--- config.mk ---
export PLATFORM = sky130hd
export DESIGN_NAME = hex_display_bank
export DESIGN_NICKNAME = d
export VERILOG_FILES = /design/src/rtl/hex_display_bank.sv
export SDC_FILE = /design/constraint.sdc
export NUM_CORES = 1
export LEC_CHECK = 0
export ABC_AREA = 1
export CORE_MARGIN = 2
export CORE_UTILIZATION = 53
export CTS_CLUSTER_SIZE = 12
export DETAILED_ROUTE_END_ITERATION = 16
export PLACE_DENSITY = 0.89
export SYNTH_ARGS = -nofsm -noshare
export SYNTH_HDL_FRONTEND = slang
export SYNTH_SLANG_ARGS = --single-unit
--- constraint.sdc ---
create_clock -name clk -period 2 [get_ports clk]
set_clock_uncertainty 0.05 [all_clocks]
set_input_delay 0.3 -clock clk [delete_from_list [all_inputs] [get_ports clk]]
set_output_delay 0.3 -clock clk [all_outputs]
set_load 0.02 [all_outputs]
--- src/rtl/hex_display_bank.sv ---
// Multi-digit hex seven-segment driver: latched value with load/ack, registered segments,
// per-digit blink, leading-zero blanking, selectable polarity. Optional lamp test: HEX_DISPLAY_LAMP_TEST_EN.
module hex_display_bank #(
   parameter int NUM_DIGITS = 4,
   parameter bit ACTIVE_LOW = 1'b1,
   parameter int BLINK_DIV  = 25000000
`ifdef HEX_DISPLAY_LAMP_TEST_EN
   ,
   parameter int LAMP_CYCLES = 50000000
`endif
) (
   input  logic                    clk,
   input  logic                    resetN,
   input  logic                    load,
   input  logic [4*NUM_DIGITS-1:0] value,
   output logic                    load_ack,
   input  logic                    blank_lz,
   input  logic [NUM_DIGITS-1:0]   blink_mask,
`ifdef HEX_DISPLAY_LAMP_TEST_EN
   input  logic                    lamp_test,
`endif
   output logic                    blink_phase,
   output logic [7*NUM_DIGITS-1:0] seg_out
);

   localparam int CNT_W = (BLINK_DIV > 1) ? $clog2(BLINK_DIV) : 1;
   localparam logic [CNT_W-1:0] CNT_MAX = CNT_W'(BLINK_DIV - 1);
   localparam logic [6:0] SEG_OFF = ACTIVE_LOW ? 7'h7F : 7'h00;
   localparam logic [6:0] SEG_ON  = ~SEG_OFF;

   // Patterns are stored in active-low form and inverted for active-high boards.
   function automatic logic [6:0] f_decode(input logic [3:0] d);
      logic [6:0] p;
      case (d)
         4'h0: p = 7'h40;
         4'h1: p = 7'h79;
         4'h2: p = 7'h24;
         4'h3: p = 7'h30;
         4'h4: p = 7'h19;
         4'h5: p = 7'h12;
         4'h6: p = 7'h02;
         4'h7: p = 7'h78;
         4'h8: p = 7'h00;
         4'h9: p = 7'h18;
         4'hA: p = 7'h08;
         4'hB: p = 7'h03;
         4'hC: p = 7'h46;
         4'hD: p = 7'h21;
         4'hE: p = 7'h06;
         default: p = 7'h0E;
      endcase
      return ACTIVE_LOW ? p : ~p;
   endfunction

   logic [4*NUM_DIGITS-1:0] r_value;
   logic                    r_load_ack;
   logic [CNT_W-1:0]        r_blink_cnt;
   logic                    r_blink_phase;
   logic [7*NUM_DIGITS-1:0] r_seg;
   logic [7*NUM_DIGITS-1:0] w_seg_next;
   logic                    w_zero_run;
   logic                    w_lamp_on;

   // Stage 0: value latch and handshake
   always_ff @(posedge clk) begin
      if (!resetN) begin
         r_value    <= '0;
         r_load_ack <= 1'b0;
      end else begin
         r_load_ack <= load;
         if (load)
            r_value <= value;
      end
   end

   always_ff @(posedge clk) begin
      if (!resetN) begin
         r_blink_cnt   <= '0;
         r_blink_phase <= 1'b0;
      end else if (r_blink_cnt == CNT_MAX) begin
         r_blink_cnt   <= '0;
         r_blink_phase <= ~r_blink_phase;
      end else begin
         r_blink_cnt <= r_blink_cnt + 1'b1;
      end
   end

`ifdef HEX_DISPLAY_LAMP_TEST_EN
   localparam int LC_W = (LAMP_CYCLES > 1) ? $clog2(LAMP_CYCLES) : 1;
   localparam logic [LC_W-1:0] LAMP_MAX = LC_W'(LAMP_CYCLES - 1);

   typedef enum logic {S_IDLE, S_TEST} lamp_state_t;
   lamp_state_t     r_state;
   logic [LC_W-1:0] r_lamp_cnt;

   always_ff @(posedge clk) begin
      if (!resetN) begin
         r_state    <= S_IDLE;
         r_lamp_cnt <= '0;
      end else if (lamp_test) begin
         r_state    <= S_TEST;
         r_lamp_cnt <= LAMP_MAX;
      end else if (r_state == S_TEST) begin
         if (r_lamp_cnt == '0)
            r_state <= S_IDLE;
         else
            r_lamp_cnt <= r_lamp_cnt - 1'b1;
      end
   end

   // Lit from the pulse edge through the edge that decrements to zero: LAMP_CYCLES cycles.
   assign w_lamp_on = lamp_test || (r_state == S_TEST && r_lamp_cnt != '0);
`else
   assign w_lamp_on = 1'b0;
`endif

   // Zero-run flag walks from the most significant digit and stops at the first nonzero one.
   always_comb begin
      w_zero_run = blank_lz;
      w_seg_next = '0;
      for (int i = NUM_DIGITS - 1; i >= 0; i--) begin
         w_zero_run = w_zero_run && (r_value[4*i +: 4] == 4'h0);
         if (w_lamp_on)
            w_seg_next[7*i +: 7] = SEG_ON;
         else if ((w_zero_run && i != 0) || (r_blink_phase && blink_mask[i]))
            w_seg_next[7*i +: 7] = SEG_OFF;
         else
            w_seg_next[7*i +: 7] = f_decode(r_value[4*i +: 4]);
      end
   end

   // Stage 1: registered segment outputs
   always_ff @(posedge clk) begin
      if (!resetN)
         r_seg <= {NUM_DIGITS{SEG_OFF}};
      else
         r_seg <= w_seg_next;
   end

   assign load_ack    = r_load_ack;
   assign blink_phase = r_blink_phase;
   assign seg_out     = r_seg;

endmodule

==> impl_metrics.ini, run 1 <==
[synth]
syn_avg_cell_area_um2 = 7.25
synth_seq_cells = 71
synthesis.nets = 515
synth-edff-count = 0
synth_area_leaders = dfxtp_1 42%, nand2_1 13%, ha_1 6.9%
ys.flop_type = dfxtp_1
synth_cell_types = 30
synth_top_area_cell = dfxtp_1
yosysWarnings = 0
synthCells = 472
netlist_area_um2 = 3420
yosys.area.top_type_share_pct = 41.6
synth_seq_area_share_pct = 41.6
ys_async_sr_fraction_pct = 0

[hold_path]
hold_end = r_blink_cnt[24]
hold_class = reg2reg
min_from = r_blink_cnt[24]
holdPathStages = 2

[clocking]
cts_tree = built
cts.htree.levels = 3
cts_resized = 0
clkSinkCount = 71
cts_inserted_buffers = 9
cts_max_path_buffers = 2
insertion_delay_ns = 0.35
hold_buffers = 0
cts-root-buf = clkbuf_8
cts_setup_buffers = 0
path_clk_slew_ns = 0.07

[route]
ant_nets = 0
first_pass_iters = 4
vias = 3219
wl_per_cell_um = 12.7
drc = 0
routed_wl_um = 7730
avgViaCountPerCell = 5.29
first_iter_violations = 166

[run]
drv_cap = 0

[critical_path]
critPathTopFamily = compound AO/OA/AOI/OAI gates
critPathLaunchType = register
rr_endpoint = seg_out[23]
arrival_ns = 1.91
reg2reg_depth = 6
r2r_start = r_value[12]
crit_fanout = 7
crit_type = reg2reg
cp.required_ns = 2.14
crit_path_top_delay_cell = a21oi_1
path_buf_inv = 1
r2r_slack_ns = 0.23
end_kind = register
crit_path_cell_trace = inv_1 > ha_1 > nand3_1 > nand2_1 > a21oi_1 > o311ai_0
max_stage_delay_ns = 0.39

[sta]
rsz0062_at_grt = no
tightest_slew_ns = 0.754
fmax_mhz = 566
slew_headroom_pct = 49.7
final.min_clock_period_ns = 1.77
post-route-period-util_pct = 88.3
setup_viol = 0
hold_violations = 0
maxSlewViolCount = 0
hold_ws_ns = 0.426
tns_ns = 0

[grt]
grt_antenna_before_repair = 0
use_met1_pct = 26.6
grt_use_met2_pct = 40.3
grt_pass1_wl_um = 13400
grtUsageTotal_pct = 23.2
busiest_layer = met2
grt_pass1_vias = 3121
grt_overflow = 0
use_met3_pct = 6.49
grt_max_degree = 33

[die]
core_area_um2 = 6310
dieArea_um2 = 7110
ios = 54
dieHeight_um = 84.3
rows = 29
initial_utilization_pct = 54.2
die_w_um = 84.3

[placed_design]
io_buffers = 53
gp_congestion = 0.933
hpwl_um = 5710
dpl_cell_area_um2 = 4010

[pwr]
leakage_uw = 0.00159
vdd_ir_drop_max_v = 0.000564
power.density_nw_per_um2 = 761

[final_layout]
syn_to_final_growth_pct = 22.7
drive_above_1_share_pct = 4.71
num_antenna_cells = 0
nets = 570
stdcell_area_um2 = 4200

[status]
status = finished, final reports clean
## logic make-up after synthesis
family / Yosys count / share of synthesized area (%)
compound gates: 102 / 16.8
simple gates: 211 / 25.3
flops: 71 / 41.6
fa+ha+maj: 19 / 6.95
buf+inv: 60 / 7.13
xor+xnor: 9 / 2.30
## metal layers
layer	wire length, um	vias to the layer above
met1	3230	1448
met4	179	0
met3	434	19
met5	0	-
li1	-	1650
met2	3880	102
## power by group
| part | total, uW | switching [uW] | internal, uW |
|---|---|---|---|
| clock network | 1100 | 537 | 566 |
| logic | 528 | 289 | 239 |
| registers | 1560 | 57.1 | 1500 |
| total | 3190 | 883 | 2310 |
## final cells by class
| cell class | instances | area [um2] |
|---|---|---|
| Tap cell | 77 | 96.3 |
| Clock buffer | 9 | 124 |
| Clock inverter | 6 | 62.6 |
| Sequential cell | 71 | 1420 |
| Multi-Input combinational cell | 341 | 1760 |
| Fill cell | 529 | 2120 |
| Timing Repair Buffer | 57 | 561 |
| Inverter | 47 | 176 |
## cells in the mapped netlist (3+ instances only)
| master | instances |
|---|---|
| nand2_1 | 116 |
| inv_1 | 47 |
| dfxtp_1 | 71 |
| ha_1 | 19 |
| nand3_1 | 23 |
| xor2_1 | 5 |
| nor2_1 | 60 |
| nand3b_1 | 3 |
| o21ai_0 | 36 |
| xnor2_1 | 4 |
| a21oi_1 | 44 |
| o22ai_1 | 3 |
| o221ai_1 | 3 |
| o311ai_0 | 3 |
| o211ai_1 | 6 |
| o2111ai_1 | 4 |
| clkbuf_1 | 7 |
## flip-flops by register name (all words and copies together) (netlist names)
register,count
load_ack,1
blink_phase,1
r_blink_cnt,25
seg_out,28
r_value,16
## cells in the final DEF, fill, tap and decap left out, types with 2 or more instances in the layout
cell type / netlist / layout
clkbuf_8: 0 / 9
clkdlybuf4s50_1: 0 / 53
clkinv_2: 0 / 3
a21oi_1: 44 / 44
nand2_1: 116 / 116
nand3b_1: 3 / 3
o211ai_1: 6 / 6
dfxtp_1: 71 / 71
xnor2_1: 4 / 4
o311ai_0: 3 / 3
o22ai_1: 3 / 3
ha_1: 19 / 19
o221ai_1: 3 / 3
buf_4: 0 / 4
clkinv_4: 0 / 2
o2111ai_1: 4 / 4
nand4_1: 2 / 2
nor2_2: 2 / 2
xor2_1: 5 / 5
o21ai_0: 36 / 36
nor2_1: 60 / 60
or2_0: 2 / 2
inv_1: 47 / 47
nand3_1: 23 / 23
## tightest hold or removal path, cell delays in order, from the launching register on
cell,delay [ns]
dfxtp_1,0.32
nand2_1,0.07
a21oi_1,0.05
## stage by stage
stage	util [%]	power (uW)	instances	setup slack, ns
global route	66.5	3330	608	0.0500
detailed placement	63.5	2120	593	0.208
finish	66.5	3190	608	0.234
CTS	66.5	3210	608	0.234
global placement	63.5	2100	593	0.263
floorplan	-	1890	472	0.516
## worst max-delay path by stage
stage	start	endpoint	cells past startpoint
6_report	r_value[12]	seg_out[23]	6
5_1_grt	r_value[13]	seg_out[23]	6
4_1_cts	r_value[13]	seg_out[23]	6
3_5_place_dp	resetN	seg_out[1]	4
3_3_place_gp	resetN	seg_out[23]	4
2_1_floorplan	r_blink_cnt[0]	r_blink_cnt[18]	9
Note: power is estimated with default switching activity, not from simulation.
==> run 2, diff against run 1 <==
--- a/config.mk
+++ b/config.mk
@@ -11,6 +11,7 @@
 export CTS_CLUSTER_SIZE = 12
 export DETAILED_ROUTE_END_ITERATION = 16
 export PLACE_DENSITY = 0.89
+export SETUP_SLACK_MARGIN = 0.2
 export SYNTH_ARGS = -nofsm -noshare
 export SYNTH_HDL_FRONTEND = slang
 export SYNTH_SLANG_ARGS = --single-unit
==> run 2 against run 1 <==
Fmax is 4.9% higher. Worst setup slack better by 0.082 ns. Utilization is 0.61 points higher. Sequential power hardly changed. Critical endpoint is now blink_phase.
==> impl_metrics.ini, run 2 (synthesized netlist as in run 1, its figures left out) <==
[critical_path]
crit_path_start = blink_phase
cp.required_ns = 1.65
cp.depth = 1
crit_type = reg2out
path_buf_inv = 1
crit_fanout = 2
arrival_ns = 1.33
reg2reg_depth = 8
critPathLaunchType = register
max_stage_delay_ns = 0.62
worstSetupEndpoint = blink_phase
r2r_start = r_blink_cnt[0]
r2r_slack_ns = 0.34
critPathTopFamily = buffers and inverters
end_kind = output pin
rr_endpoint = r_blink_cnt[18]
crit_path_cell_trace = clkdlybuf4s50_1
crit_path_top_delay_cell = clkdlybuf4s50_1

[pwr]
leakage_uw = 0.00160
power.density_nw_per_um2 = 755
vdd_ir_drop_max_v = 0.000563

[sta]
slew_headroom_pct = 47.7
fmax_mhz = 594
hold_ws_ns = 0.428
maxSlewViolCount = 0
hold_violations = 0
post-route-period-util_pct = 84.2
setup_viol = 0
tns_ns = 0
rsz0062_at_grt = no
tightest_slew_ns = 0.783
final.min_clock_period_ns = 1.68

[route]
drc = 0
wl_per_cell_um = 13.1
avgViaCountPerCell = 5.40
vias = 3291
first_pass_iters = 5
ant_nets = 0
routed_wl_um = 7970
first_iter_violations = 178

[die]
dieArea_um2 = 7110
core_area_um2 = 6310
ios = 54
rows = 29
initial_utilization_pct = 54.2
die_w_um = 84.3
dieHeight_um = 84.3

[run]
drv_cap = 0

[clocking]
cts_inserted_buffers = 9
cts_tree = built
clkSinkCount = 71
insertion_delay_ns = 0.35
cts.htree.levels = 3
cts_max_path_buffers = 2
path_clk_slew_ns = 0.08
hold_buffers = 0
cts-root-buf = clkbuf_8

[placed_design]
hpwl_um = 5710
io_buffers = 53
gp_congestion = 0.933

[final_layout]
num_antenna_cells = 0
drive_above_1_share_pct = 5.82
utilization_pct = 67.1
nets = 572
layout_common_cells = 115 x nand2_1, 71 x dfxtp_1, 58 x nor2_1
largest_register_ffs = 28
syn_to_final_growth_pct = 23.8
final_common_cell = nand2_1
nFillCells = 520

[grt]
grt_pass1_wl_um = 13400
grt_max_degree = 33
grt_pass1_vias = 3121
grtUsageTotal_pct = 23.2
grt_antenna_before_repair = 0
grt_overflow = 0

[hold_path]
hold_class = reg2reg
holdPathStages = 2

[status]
status = finished, final reports clean
run 2: where the power goes:
| group | internal (uW) | switching (uW) |
|---|---|---|
| Clock | 566 | 534 |
| Sequential | 1500 | 57.2 |
| Combinational | 242 | 294 |
| Total | 2310 | 884 |
run 2: how the worst min path moves through the flow:
stage,startpoint,end,slack (ns)
2_1_floorplan,load,load_ack,0.34
3_3_place_gp,r_blink_cnt[24],r_blink_cnt[24],0.40
3_5_place_dp,r_blink_cnt[24],r_blink_cnt[24],0.42
4_1_cts,r_blink_cnt[24],r_blink_cnt[24],0.43
5_1_grt,r_blink_cnt[0],r_blink_cnt[0],0.46
6_report,r_blink_cnt[24],r_blink_cnt[24],0.43
run 2: timing repair:
action | 4_1_cts | 5_1_grt
endpoints found under the setup margin | 0 | 33
endpoints found under the hold margin | 0 | 0
resized for setup | 0 | 5
buffers inserted | 0 | 1
run 2: area by class of cell:
cell class	count	area, um2	share of cell area, %
Clock inverter	6	62.6	1.48
Inverter	47	176	4.17
Tap cell	77	96.3	2.27
Sequential cell	71	1420	33.6
Multi-Input combinational cell	342	1790	42.2
Clock buffer	9	124	2.92
Timing Repair Buffer	58	568	13.4
run 2: worst reg2reg max path: cells and delay by family (launching register included):
kind            cells  cell delay (ns)
compound gates      1             0.06
fa+ha+maj           1             0.22
flops               1             0.41
simple gates        6             0.81
run 2: metal layers:
layer	share of wire, %	global-route usage [%]	wire length [um]
met1	41	26.6	3250
met2	50	40.3	3990
met3	6.6	6.49	529
met4	2.5	10.4	198
met5	0	0	0
run 2: stage by stage:
step | setup slack (ns) | area, um2 | power, uW | std cells
floorplan | 0.516 | 3420 | 1890 | 472
global placement | 0.263 | 4010 | 2100 | 593
detailed placement | 0.208 | 4010 | 2120 | 593
CTS | 0.234 | 4200 | 3210 | 608
global route | 0.207 | 4240 | 3340 | 610
finish | 0.316 | 4240 | 3200 | 610
